<file path="src/rtl/gate_sweep_ctrl_if.sv">
// rtl/gate_sweep_ctrl_if.sv - gate sweep sequencer handshake and gate pin bundle
interface gate_sweep_ctrl_if;
  logic       start;
  logic       gate_c;
  logic       gate_a;
  logic       gate_b;
  logic       busy;
  logic       done;
  logic       pass;
  logic [3:0] fail_mask;
  logic [3:0] result_vec;

  // The sequencer itself: consumes start and the gate output, drives everything else
  modport slave (
    input  start,
    input  gate_c,
    output gate_a,
    output gate_b,
    output busy,
    output done,
    output pass,
    output fail_mask,
    output result_vec
  );

  // The requester plus the gate under test
  modport master (
    output start,
    output gate_c,
    input  gate_a,
    input  gate_b,
    input  busy,
    input  done,
    input  pass,
    input  fail_mask,
    input  result_vec
  );
endinterface

</file>
<file path="src/rtl/gate_sweep_ctrl.sv">
// rtl/gate_sweep_ctrl.sv - truth-table sweep sequencer for a 2-input gate
module gate_sweep_ctrl #(
  parameter int         HOLD_CYCLES = 4,
  parameter logic [3:0] EXPECTED    = 4'b1110
) (
  input  logic              clk,
  input  logic              rst,
  gate_sweep_ctrl_if.slave  bus
);

  typedef enum logic [1:0] {
    S_IDLE  = 2'd0,
    S_DRIVE = 2'd1,
    S_DONE  = 2'd2
  } state_t;

  // Terminal hold count; cnt is 8 bits so any legal HOLD_CYCLES fits without wrap
  localparam logic [7:0] HOLD_LAST = 8'(HOLD_CYCLES - 1);

  state_t     r_state;
  state_t     w_next;
  logic [1:0] r_idx;
  logic [7:0] r_cnt;
  logic       r_gate_a;
  logic       r_gate_b;
  logic       r_busy;
  logic       r_done;
  logic       r_pass;
  logic [3:0] r_fail_mask;
  logic [3:0] r_result_vec;

  logic       w_last;
  logic [1:0] w_idx_next;
  logic [7:0] w_cnt_next;
  logic [3:0] w_result_next;
  logic [3:0] w_fail_next;
  logic       w_pass_next;
  logic       w_busy_next;
  logic       w_done_next;
  logic       w_gate_a_next;
  logic       w_gate_b_next;

  // Last hold cycle of the current vector: the only point gate_c is sampled
  assign w_last = (r_state == S_DRIVE) && (r_cnt == HOLD_LAST);

  // State register
  always_ff @(posedge clk or posedge rst) begin
    if (rst) begin
      r_state <= S_IDLE;
    end else begin
      r_state <= w_next;
    end
  end

  // Next-state decode
  always_comb begin
    w_next = r_state;
    case (r_state)
      S_IDLE:  if (bus.start) w_next = S_DRIVE;
      S_DRIVE: if (w_last && (r_idx == 2'd3)) w_next = S_DONE;
      S_DONE:  w_next = S_IDLE;
      default: w_next = S_IDLE;
    endcase
  end

  // Output and datapath next values; outputs are registered from the next state
  // so gate pins and status change cleanly on the clock edge
  always_comb begin
    w_idx_next    = r_idx;
    w_cnt_next    = r_cnt;
    w_result_next = r_result_vec;
    w_fail_next   = r_fail_mask;
    w_pass_next   = r_pass;
    case (r_state)
      S_IDLE: begin
        if (bus.start) begin
          w_idx_next    = 2'd0;
          w_cnt_next    = 8'd0;
          w_result_next = 4'b0000;
          w_fail_next   = 4'b0000;
          w_pass_next   = 1'b0;
        end
      end
      S_DRIVE: begin
        if (w_last) begin
          w_cnt_next           = 8'd0;
          w_result_next[r_idx] = bus.gate_c;
          w_fail_next[r_idx]   = bus.gate_c ^ EXPECTED[r_idx];
          if (r_idx == 2'd3) begin
            // Verdict includes the vector-3 mismatch captured on this same edge
            w_pass_next = (w_fail_next == 4'b0000);
          end else begin
            w_idx_next = r_idx + 2'd1;
          end
        end else begin
          w_cnt_next = r_cnt + 8'd1;
        end
      end
      default: ;
    endcase
    w_busy_next   = (w_next == S_DRIVE);
    w_done_next   = (w_next == S_DONE);
    w_gate_a_next = w_busy_next & w_idx_next[1];
    w_gate_b_next = w_busy_next & w_idx_next[0];
  end

  // Datapath and output registers; reset discards any partial sweep
  always_ff @(posedge clk or posedge rst) begin
    if (rst) begin
      r_idx        <= 2'd0;
      r_cnt        <= 8'd0;
      r_gate_a     <= 1'b0;
      r_gate_b     <= 1'b0;
      r_busy       <= 1'b0;
      r_done       <= 1'b0;
      r_pass       <= 1'b0;
      r_fail_mask  <= 4'b0000;
      r_result_vec <= 4'b0000;
    end else begin
      r_idx        <= w_idx_next;
      r_cnt        <= w_cnt_next;
      r_gate_a     <= w_gate_a_next;
      r_gate_b     <= w_gate_b_next;
      r_busy       <= w_busy_next;
      r_done       <= w_done_next;
      r_pass       <= w_pass_next;
      r_fail_mask  <= w_fail_next;
      r_result_vec <= w_result_next;
    end
  end

  assign bus.gate_a     = r_gate_a;
  assign bus.gate_b     = r_gate_b;
  assign bus.busy       = r_busy;
  assign bus.done       = r_done;
  assign bus.pass       = r_pass;
  assign bus.fail_mask  = r_fail_mask;
  assign bus.result_vec = r_result_vec;

endmodule

</file>
<file path="src/flat_wrapper.sv">
// flat-port wrapper written by rule: the top's interface ports become plain ports
module gate_sweep_ctrl_flat 
#(
  parameter int         HOLD_CYCLES = 4,
  parameter logic [3:0] EXPECTED    = 4'b1110
)
  (clk, rst, bus_start, bus_gate_c, bus_gate_a, bus_gate_b, bus_busy, bus_done, bus_pass, bus_fail_mask, bus_result_vec);
  gate_sweep_ctrl_if bus_i ();
  input  logic clk;
  input  logic rst;
  input wire logic [$bits(bus_i.start)-1:0] bus_start;
  input wire logic [$bits(bus_i.gate_c)-1:0] bus_gate_c;
  output wire logic [$bits(bus_i.gate_a)-1:0] bus_gate_a;
  output wire logic [$bits(bus_i.gate_b)-1:0] bus_gate_b;
  output wire logic [$bits(bus_i.busy)-1:0] bus_busy;
  output wire logic [$bits(bus_i.done)-1:0] bus_done;
  output wire logic [$bits(bus_i.pass)-1:0] bus_pass;
  output wire logic [$bits(bus_i.fail_mask)-1:0] bus_fail_mask;
  output wire logic [$bits(bus_i.result_vec)-1:0] bus_result_vec;
  assign bus_i.start = bus_start;
  assign bus_i.gate_c = bus_gate_c;
  assign bus_gate_a = bus_i.gate_a;
  assign bus_gate_b = bus_i.gate_b;
  assign bus_busy = bus_i.busy;
  assign bus_done = bus_i.done;
  assign bus_pass = bus_i.pass;
  assign bus_fail_mask = bus_i.fail_mask;
  assign bus_result_vec = bus_i.result_vec;
  gate_sweep_ctrl #(.HOLD_CYCLES(HOLD_CYCLES), .EXPECTED(EXPECTED)) u_core (.clk(clk), .rst(rst), .bus(bus_i));
endmodule
</file>
<file path="config.mk">
export PLATFORM = sky130hd
export DESIGN_NAME = gate_sweep_ctrl_flat
export DESIGN_NICKNAME = d
export VERILOG_FILES = /design/src/rtl/gate_sweep_ctrl_if.sv /design/src/rtl/gate_sweep_ctrl.sv /design/src/flat_wrapper.sv
export SDC_FILE = /design/constraint.sdc
export NUM_CORES = 1
export LEC_CHECK = 0
export ABC_AREA = 1
export CORE_UTILIZATION = 51
export CTS_BUF_LIST = sky130_fd_sc_hd__clkbuf_8
export CTS_CLUSTER_SIZE = 28
export DETAILED_ROUTE_END_ITERATION = 6
export GPL_ROUTABILITY_DRIVEN = 0
export PLACE_DENSITY = 0.86
export SYNTH_ARGS = -nofsm -noshare
export SYNTH_HDL_FRONTEND = slang
export SYNTH_SLANG_ARGS = --single-unit
export TNS_END_PERCENT = 5
</file>
<file path="constraint.sdc">
create_clock -name clk -period 1.4 [get_ports clk]
set_input_delay 0.28 -clock clk [delete_from_list [all_inputs] [get_ports clk]]
set_output_delay 0.28 -clock clk [all_outputs]
set_load 0.02 [all_outputs]
</file>
[Word level (Yosys, flattened, before mapping)]
Cells that the tools add are included.
Storage, ports and cells
  register bits: 25
  input bits: 4
  logic and storage cells: 59
Cells by class
  add/subtract/negate cells: 2
  magnitude comparators: 2
  equal/unequal tests: 8
  multiplexer cells: 25
  bitwise operators: 3
  reductions and logical operators: 9
Operator list (number)
  $mux W8: 2
  $pmux W4 S2: 2
  $pmux W8 S2: 1
  $mux W4: 3
  $mux W2: 5
  $add A8 B1 Y8 const B: 1
  $bwmux W4: 2
  $eq A8 B2 Y1 const B: 1
  $pmux W2 S2: 2
  $mux W1: 5
  $eq A2 B1 Y1 const B: 2
  $eq A2 B2 Y1 const B: 2
  $logic_not A4 Y1: 1
  $ne A2 B2 Y1 const B: 2
  $reduce_and A4 Y1: 1
  $logic_and A1 B1 Y1: 3
  $lt A2 B3 Y1 const B: 1
  $reduce_and A3 Y1: 1
  $add A2 B1 Y2 const B: 1
  $and A1 B1 Y1: 2
  $bmux W1 S2: 1
  $demux W1 S2: 1
  $ge A2 B1 Y1 const B: 1
  $logic_not A2 Y1: 1
  5 further kinds: 5

[Depth between registers and ports, before layout]
Gate-level depths: netlist of the first run.
  depth after elaboration: 9
  depth in mapped cells: 8

[Worst setup path after synthesis of the first run]
Ideal clock, no wire load.
  path kind: register -> register
  from: reg u_core.r_idx[0]
  to: reg u_core.r_pass (netlist: u_core.bus.pass)
  setup time: 0.065 ns
  data arrival time: 1.319 ns
  setup slack: 0.015 ns
  cell stages (with the launch flop): 9
  path buffers: 0
  path through: dfrtp_1 > nor2_2 > ha_1 > inv_1 > o21ai_2 > nand3_1 > nor2_1 > nand2_1 > nand2_1
On the way
  cells in the longest elaborated chain, start to end: 9
  elaborated cells between the ends (all ways): 16
  those cells by class: order compare (2); eq/ne (2); mux (8); bitwise (1); reduce/logical (3)
Ends and longest elaborated chain
  start: declaration: RTL line gate_sweep_ctrl.sv:22  | logic [1:0] r_idx;
  start signal: assignment: RTL line gate_sweep_ctrl.sv:120  | r_idx <= w_idx_next;
  $lt A2 B3 Y1 (not written as such) or $ge A2 B1 Y1 (tied branches): RTL line gate_sweep_ctrl.sv:88  | w_fail_next[r_idx] = bus.gate_c ^ EXPECTED[r_idx];
  $logic_and A1 B1 Y1 (not written as such): RTL line gate_sweep_ctrl.sv:88
  $mux W1 (not written as such): RTL line gate_sweep_ctrl.sv:88
  $demux W1 S2
  $bwmux W4: RTL line gate_sweep_ctrl.sv:88
  $logic_not A4 Y1: RTL line gate_sweep_ctrl.sv:91  | w_pass_next = (w_fail_next == 4'b0000);
  $mux W1: RTL line gate_sweep_ctrl.sv:89  | if (r_idx == 2'd3) begin
  $mux W1: RTL line gate_sweep_ctrl.sv:85  | if (w_last) begin
  $pmux W1 S2: RTL line gate_sweep_ctrl.sv:74  | case (r_state)
  end signal: assignment: RTL line gate_sweep_ctrl.sv:126  | r_pass <= w_pass_next;
  end: declaration: RTL line gate_sweep_ctrl.sv:28  | logic r_pass;
Several ways; a longest one is shown, not always the timed one. The select of a mux whose other input is x is not followed.
A chain may end at the register's enable or synchronous reset.

[Worst setup path in the final report of the first run]
  from: reg u_core.r_idx[1]
  to: reg u_core.r_pass (netlist: u_core.bus.pass)
The elaborated chain is that of the path after synthesis.

==> Implementation_results.wiki, run 1 <==
{| class="wikitable"
! Metric !! Value
|-
| Violation count after the first detailed-route iteration || 23
|-
| TritonCTS clock tree || yes
|-
| Detailed placer's ending HPWL || between 2000 and 2500 microns
|-
| Overall power of the completed layout || approximately 3.4 mW
|-
| Largest net degree at the start of global routing || 26
|-
| Post-Layout Inst Area || around 1700 sq um
|-
| Via total after detailed routing || between 1000 and 1500
|-
| Count of flip-flops with a built-in enable after synthesis || 0
|-
| Die span in y || between 50 and 60 microns
|-
| Crit-path most repeated cell || sky130_fd_sc_hd__nand2_1
|-
| Horiz. Die Dim || between 50 and 60 microns
|-
| Clock input transition at the sequential cells of the worst setup and hold paths || 90 ps
|-
| Worst-case clock skew || roughly 6.9 ps
|-
| Critical path arrival || ~1500 ps
|-
| Row count || 18
|-
| Antenna violations before repair || 0
|-
| Max-slew violations || 0
|-
| Top-count cell post-synth || sky130_fd_sc_hd__nand2_1
|-
| Max Cap Violations || 0
|-
| I/O pin cnt || 17
|-
| Maximum fanout count along the critical path || 4
|-
| Worst slew pin tran || around 330 ps
|-
| Cell area power density || between 2000 and 2500 nW/um^2
|-
| Via count of the first global-routing pass || 1132
|-
| Share of the synthesized area in the top cell type || 0.465
|-
| Placed standard-cell area || approximately 1600 sq um
|-
| Flip-flop cell with the highest count after synthesis || sky130_fd_sc_hd__dfrtp_1
|-
| Leak || ~0.88 nW
|-
| Required time reported for the critical path endpoint || between 1500 and 2000 ps
|-
| Place WS || -277 ps
|-
| Total number of yosys warnings || 0
|-
| Kind of end point of the critical path || flop
|-
| Reg-to-reg setup timing slack || 80 ps
|-
| TritonCTS sink count || 25
|-
| Residual overflow from global routing || 0
|-
| Main area contributors after synthesis || sky130_fd_sc_hd__dfrtp_1, sky130_fd_sc_hd__nand2_1, sky130_fd_sc_hd__inv_1
|-
| Top achievable clock speed || 760 MHz
|-
| Worst hold path type || primary input to asynchronous set/reset pin
|-
| Stage delay of the slowest cell on the critical path || approximately 420 ps
|-
| Destination of the worst register-to-register timing path || u_core.bus.pass
|-
| Cts-stage hold buffer count || 0
|-
| Peak ir drop on the vdd network || around 1.3 mV
|-
| Net count of the mapped netlist || ~160
|-
| Sequential-to-total area share from yosys stat || 0.465
|-
| Post-detailed-route DRC marker count || 0
|-
| Num CTS Buffers || 3
|-
| Cells after synthesis || between 150 and 200
|-
| Worst path buffer plus inverter count || 0
|-
| Clock tree root driver cell || sky130_fd_sc_hd__clkbuf_8
|-
| N_diodes || 0
|-
| Number of register bits inferred by synthesis || 25
|-
| Core ar. || ~2500 sq um
|-
| Most frequent cells after synthesis || sky130_fd_sc_hd__nand2_1, sky130_fd_sc_hd__dfrtp_1, sky130_fd_sc_hd__inv_1
|-
| P&R area growth vs syn || 25.9%
|-
| Ratio of cells with drive above 1 in the final layout || 0.278
|-
| RSZ-0062 raised after global routing || true
|-
| Layout filler cell count || around 200
|-
| Count of buffers inserted at the top-level ports || 16
|-
| Effective utilization at floorplan || 0.543
|-
| Startpoint type of the worst setup path || flop
|-
| Global-route wire length before repair || 4710 microns
|-
| Level count of the clock H-tree || 1
|-
| Area leader, netlist || sky130_fd_sc_hd__dfrtp_1
|-
| Routed length per placed instance || 13.5 microns
|-
| Hold Fails Final Rpt || 0
|-
| Mean instance size in the synthesized netlist || between 8 and 9 sq um
|-
| Share of synthesized flip-flops with an asynchronous set or reset || 1.00
|-
| Aggregate routed wire length || around 2900 microns
|-
| Time the worst path needs with I/O delays and setup || 1320 ps
|-
| Period utilisation layout || 0.940
|-
| Number of search-and-repair iterations in the first detailed-routing pass || 4
|-
| Number of cell instances on the worst register-to-register path || 8
|-
| Startpoint of the lowest-slack register-to-register path || u_core.r_idx[1]
|-
| Normalized max-slew margin || 0.779
|-
| Combined global-route utilization of all metal layers || 0.237
|-
| Post-detailed-route via-to-cell ratio || ~5.3
|-
| Clock insertion delay at the later pin of the skew report || roughly 270 ps
|-
| Family with the most delay on the worst path || simple AND/OR/NAND/NOR gates
|-
| Run status || finished, final reports clean
|-
| Nets || 194
|-
| Post-synthesis cell type count || 26
|-
| Final setup vio count || 0
|-
| Type of the setup path with the least slack || flop to flop
|-
| Setup slack of the critical path after layout || 83.5 ps
|-
| Die Area || between 2000 and 3000 sq um
|-
| Cells along the critical path || nor2_4, ha_4, nand2_1, o21ai_2, nand3_1, nor2_1, nand2_1, nand2_1
|-
| Buffer levels on the longest clock path || 2
|-
| Detail Route Antenna Nets || 0
|-
| Post-Synthesis Cell Area || 1350 sq um
|-
| Critical path's slowest cell || sky130_fd_sc_hd__dfrtp_1
|}
through the flow:
stage	TNS [ps]	hold slack, ps	util	std cells
2_1_floorplan	0	307	-	157
3_3_place_gp	-579	481	0.645	211
4_1_cts	0	373	0.660	215
5_1_grt	-69.6	406	0.683	217
6_report	0	356	0.683	217
3_5_place_dp	-1020	477	0.645	211
power by group:
part           internal [mW]  total (mW)  switching [mW]
logic                  0.748        1.76            1.01
clock network          0.202       0.434           0.232
registers              0.982        1.22           0.237
worst register-to-register path: cells and delay by family (launching register included):
kind	cells	cell delay [ps]
AOI/OAI and AO/OA	1	70
DFF	1	420
adders and majority gates	1	240
and+or+nand+nor	6	490
final cells by class:
class	count	area (sq um)	area share
Clock inverter	1	7.51	0.00443
Timing Repair Buffer	28	236	0.140
Sequential cell	25	626	0.370
Tap cell	30	37.5	0.0222
Inverter	23	88.8	0.0525
Clock buffer	3	41.3	0.0244
Multi-Input combinational cell	107	656	0.387
flip-flops by register name, summed over array words and instances (netlist names):
signal / cells
u_core.bus.busy: 1
u_core.bus.gate_a: 1
u_core.bus.fail_mask: 4
u_core.r_cnt: 8
u_core.bus.done: 1
u_core.bus.pass: 1
u_core.bus.gate_b: 1
u_core.r_idx: 2
u_core.r_state: 2
u_core.bus.result_vec: 4
worst max path at each step:
stage                               start                       end  slack [ps]  cells past startpoint
after global placement         bus_gate_c           u_core.bus.pass        -190                      8
after global routing      u_core.r_cnt[1]  u_core.bus.result_vec[1]         -30                      8
after CTS                 u_core.r_idx[1]   u_core.bus.fail_mask[3]           6                      6
after detailed placement       bus_gate_c           u_core.bus.pass        -280                      8
after floorplan           u_core.r_idx[0]           u_core.bus.pass          20                      8
final                     u_core.r_idx[1]           u_core.bus.pass          80                      8
cell families (layout without fill, tap and decap cells):
family	after synthesis	after routing	share of synthesized area
AND/OR/NAND/NOR	80	80	0.320
flip-flops	25	25	0.465
buffers and inverters	25	55	0.0800
AO/OA/AOI/OAI	22	22	0.0967
XOR/XNOR	3	3	0.0195
adder cells (fa/ha/maj)	2	2	0.0186
placed cells by master, fill, tap and decap left out:
cell                              instances
sky130_fd_sc_hd__nand3_2                  4
sky130_fd_sc_hd__o211ai_1                 1
sky130_fd_sc_hd__o21ai_0                  5
sky130_fd_sc_hd__o21ai_1                  8
sky130_fd_sc_hd__inv_4                    1
sky130_fd_sc_hd__buf_4                   12
sky130_fd_sc_hd__nor2_8                   1
sky130_fd_sc_hd__inv_1                   16
sky130_fd_sc_hd__dlygate4sd2_1           13
sky130_fd_sc_hd__nand4_1                  3
sky130_fd_sc_hd__clkdlybuf4s50_1          2
sky130_fd_sc_hd__nand3_1                 12
sky130_fd_sc_hd__nand2_1                 37
sky130_fd_sc_hd__a21oi_1                  1
sky130_fd_sc_hd__nor2_4                   3
sky130_fd_sc_hd__nand2_2                  7
sky130_fd_sc_hd__nand3b_1                 1
sky130_fd_sc_hd__inv_2                    6
sky130_fd_sc_hd__o21ai_2                  3
sky130_fd_sc_hd__dfrtp_1                 25
sky130_fd_sc_hd__clkinvlp_4               1
sky130_fd_sc_hd__clkbuf_8                 3
sky130_fd_sc_hd__a21oi_2                  2
sky130_fd_sc_hd__nand2_4                  4
sky130_fd_sc_hd__nor2_1                   5
sky130_fd_sc_hd__nor2_2                   3
sky130_fd_sc_hd__o22ai_1                  2
sky130_fd_sc_hd__ha_4                     2
sky130_fd_sc_hd__dlymetal6s2s_1           1
sky130_fd_sc_hd__xor2_1                   3
per-layer routing:
metal  up-vias  global-route usage  wire length [microns]
met3         7              0.0546                    110
met4         0               0.132                     69
met2        24               0.413                   1520
met5         -                   0                      0
met1       543               0.260                   1220
li1        566                   -                      -
what timing repair did:
item	CTS	global route
setup buffers	0	2
pin swaps	0	7
hold endpoints to repair	0	0
setup endpoints to repair	20	14
resized for setup	14	9
Note: power is estimated with default switching activity, not from simulation.
==> run 2: changes to the inputs <==
--- a/config.mk
+++ b/config.mk
@@ -10,8 +10,9 @@
 export CTS_BUF_LIST = sky130_fd_sc_hd__clkbuf_8
 export CTS_CLUSTER_SIZE = 28
 export DETAILED_ROUTE_END_ITERATION = 6
-export GPL_ROUTABILITY_DRIVEN = 0
+export GPL_ROUTABILITY_DRIVEN = 1
 export PLACE_DENSITY = 0.86
+export SETUP_SLACK_MARGIN = 0.02
 export SYNTH_ARGS = -nofsm -noshare
 export SYNTH_HDL_FRONTEND = slang
 export SYNTH_SLANG_ARGS = --single-unit
==> run 2 against run 1 <==
  * Critical path depth is the same
  * Combinational power grew 14%
  * Register-to-register slack lost 30 ps
  * Core utilization grew 2.4 points
  * Largest cell class unchanged
  * Die area is the same
  * Global-route usage grew 2.3 points
  * Largest power group unchanged
  * Sequential power is essentially flat
==> Implementation_results.wiki, run 2 (same netlist as run 1, synthesis figures left out) <==
{| class="wikitable"
! Metric !! Value
|-
| Kind of end point of the critical path || flop
|-
| TritonCTS clock tree || yes
|-
| Via total after detailed routing || 1181
|-
| Residual overflow from global routing || 0
|-
| Global-route wire length before repair || approximately 5200 microns
|-
| Routed length on met1 || between 1000 and 1500 microns
|-
| Max-slew violations || 0
|-
| Top achievable clock speed || 741 MHz
|-
| Nets || 195
|-
| Aggregate routed wire length || between 3000 and 4000 microns
|-
| Worst slew pin tran || 258 ps
|-
| Number of search-and-repair iterations in the first detailed-routing pass || 4
|-
| Die Area || 2850 sq um
|-
| Layout filler cell count || around 180
|-
| Violation count after the first detailed-route iteration || 30
|-
| Combined global-route utilization of all metal layers || 0.260
|-
| Level count of the clock H-tree || 1
|-
| Post-detailed-route via-to-cell ratio || around 5.4
|-
| Num CTS Buffers || 3
|-
| Critical path arrival || ~1600 ps
|-
| RSZ-0062 raised after global routing || true
|-
| N_diodes || 0
|-
| Startpoint type of the worst setup path || flop
|-
| P&R area growth vs syn || 30.2%
|-
| Worst hold path type || primary input to asynchronous set/reset pin
|-
| Ratio of cells with drive above 1 in the final layout || 0.303
|-
| Met2 layer wire length in the routed design || around 2000 microns
|-
| Type of the setup path with the least slack || flop to flop
|-
| Top library cells by usage in the layout, fill and taps aside || sky130_fd_sc_hd__nand2_1, sky130_fd_sc_hd__dfrtp_1, sky130_fd_sc_hd__inv_1
|-
| Detailed placer's ending HPWL || 2400 microns
|-
| Antenna violations before repair || 0
|-
| Effective utilization at floorplan || 0.543
|-
| Register name with the most flops || u_core.r_cnt
|-
| Flip-flop count of the largest register, all copies and words added || 8
|-
| Required time reported for the critical path endpoint || roughly 1600 ps
|-
| Maximum fanout count along the critical path || 4
|-
| Count of buffers inserted at the top-level ports || 16
|-
| Clock tree root driver cell || sky130_fd_sc_hd__clkbuf_8
|-
| Number of cell instances on the worst register-to-register path || 8
|-
| Top routing layer used || met4
|-
| Detail Route Antenna Nets || 0
|-
| Clock insertion delay at the later pin of the skew report || roughly 260 ps
|-
| Sum of met3 wire segment lengths after detailed routing || around 90 microns
|-
| Clock input transition at the sequential cells of the worst setup and hold paths || around 90 ps
|-
| Period utilisation layout || 0.964
|-
| Peak ir drop on the vdd network || about 1.6 mV
|-
| Final Wtd Congestion || approximately 0.85
|-
| TritonCTS sink count || 25
|-
| Routed length per placed instance || between 15 and 20 microns
|-
| Horiz. Die Dim || ~53 microns
|-
| I/O pin cnt || 17
|-
| Die span in y || approximately 53 microns
|-
| Time the worst path needs with I/O delays and setup || roughly 1300 ps
|-
| Post-detailed-route DRC marker count || 0
|-
| Hold Fails Final Rpt || 0
|-
| Via count of the first global-routing pass || 1104
|-
| Core ar. || roughly 2500 sq um
|-
| Worst-case clock skew || about 3.8 ps
|-
| Post-Layout Inst Area || about 1800 sq um
|-
| Largest net degree at the start of global routing || 15
|-
| Minimum hold slack || 325 ps
|-
| Normalized max-slew margin || 0.828
|-
| Leak || about 0.89 nW
|-
| Final setup vio count || 0
|-
| Buffer levels on the longest clock path || 2
|-
| Run status || finished, final reports clean
|-
| Cell area power density || between 2000 and 2500 nW/um^2
|-
| Max Cap Violations || 0
|-
| Placed standard-cell area || approximately 1600 sq um
|-
| Most frequent standard cell in the layout excluding fill and tap cells || sky130_fd_sc_hd__nand2_1
|-
| Row count || 18
|}
-- run 2: changes by cell type in the layout (fill, tap and decap cells not counted), sizes merged --
cell / before / now
dlymetal6s2s: 1 / 0
clkinvlp: 1 / 0
buf: 12 / 13
inv: 23 / 24
dlygate4sd2: 13 / 14
-- run 2: final cells by class --
type / instances / area [sq um] / area share
multi-input cells: 107 / 697 / 0.398
flip-flops and latches: 25 / 628 / 0.359
repair buffers: 29 / 253 / 0.144
inverters: 23 / 91.3 / 0.0521
clock buffers: 3 / 41.3 / 0.0236
well taps: 30 / 37.5 / 0.0214
clock inverters: 1 / 3.75 / 0.00214
-- run 2: final timing paths --
check | startpoint | to | slack [ps]
worst max register to register | u_core.r_idx[1] | u_core.bus.pass | 50
worst min register to register | u_core.bus.result_vec[1] | u_core.bus.result_vec[1] | 520
worst min-delay path | rst | u_core.r_cnt[6] | 330
max in group asynchronous | rst | u_core.r_idx[0] | 880
min in group clk | u_core.bus.result_vec[1] | u_core.bus.result_vec[1] | 520
worst max-delay path | u_core.r_idx[1] | u_core.bus.pass | 50
-- run 2: critical path: stages (launching register included) --
cell                      delay, ps
sky130_fd_sc_hd__dfrtp_1        420
sky130_fd_sc_hd__nor2_4          60
sky130_fd_sc_hd__ha_4           300
sky130_fd_sc_hd__inv_4           50
sky130_fd_sc_hd__o21ai_4        150
sky130_fd_sc_hd__nand3_2         90
sky130_fd_sc_hd__nor2_2         110
sky130_fd_sc_hd__nand2_1         60
sky130_fd_sc_hd__nand2_1         50
-- run 2: per-stage QoR --
step	utilization	TNS, ps	setup WS [ps]	std cells	total power [mW]
3_3_place_gp	0.657	-603	-194	213	2.83
6_report	0.707	0	50.3	218	3.66
2_1_floorplan	-	0	39.3	157	2.23
4_1_cts	0.680	0	22.3	217	3.39
3_5_place_dp	0.657	-1140	-336	213	2.95
5_1_grt	0.707	-3.03	-3.03	218	3.87
-- run 2: layer usage --
layer	vias to the layer above	global-route usage
met5	-	0
met4	0	0.0833
met3	6	0.0316
met2	31	0.502
met1	580	0.287
li1	564	-
-- run 2: power by group --
part | internal [mW] | switching [mW] | total [mW]
clock network | 0.196 | 0.218 | 0.413
registers | 0.992 | 0.261 | 1.25
logic | 0.828 | 1.17 | 2.00
total | 2.02 | 1.65 | 3.66
-- run 2: what timing repair did --
item,in CTS,in global routing
pin swaps,0,9
gates resized for setup,18,14
setup endpoints to repair,24,11
hold buffers,0,0
buffers inserted,0,1
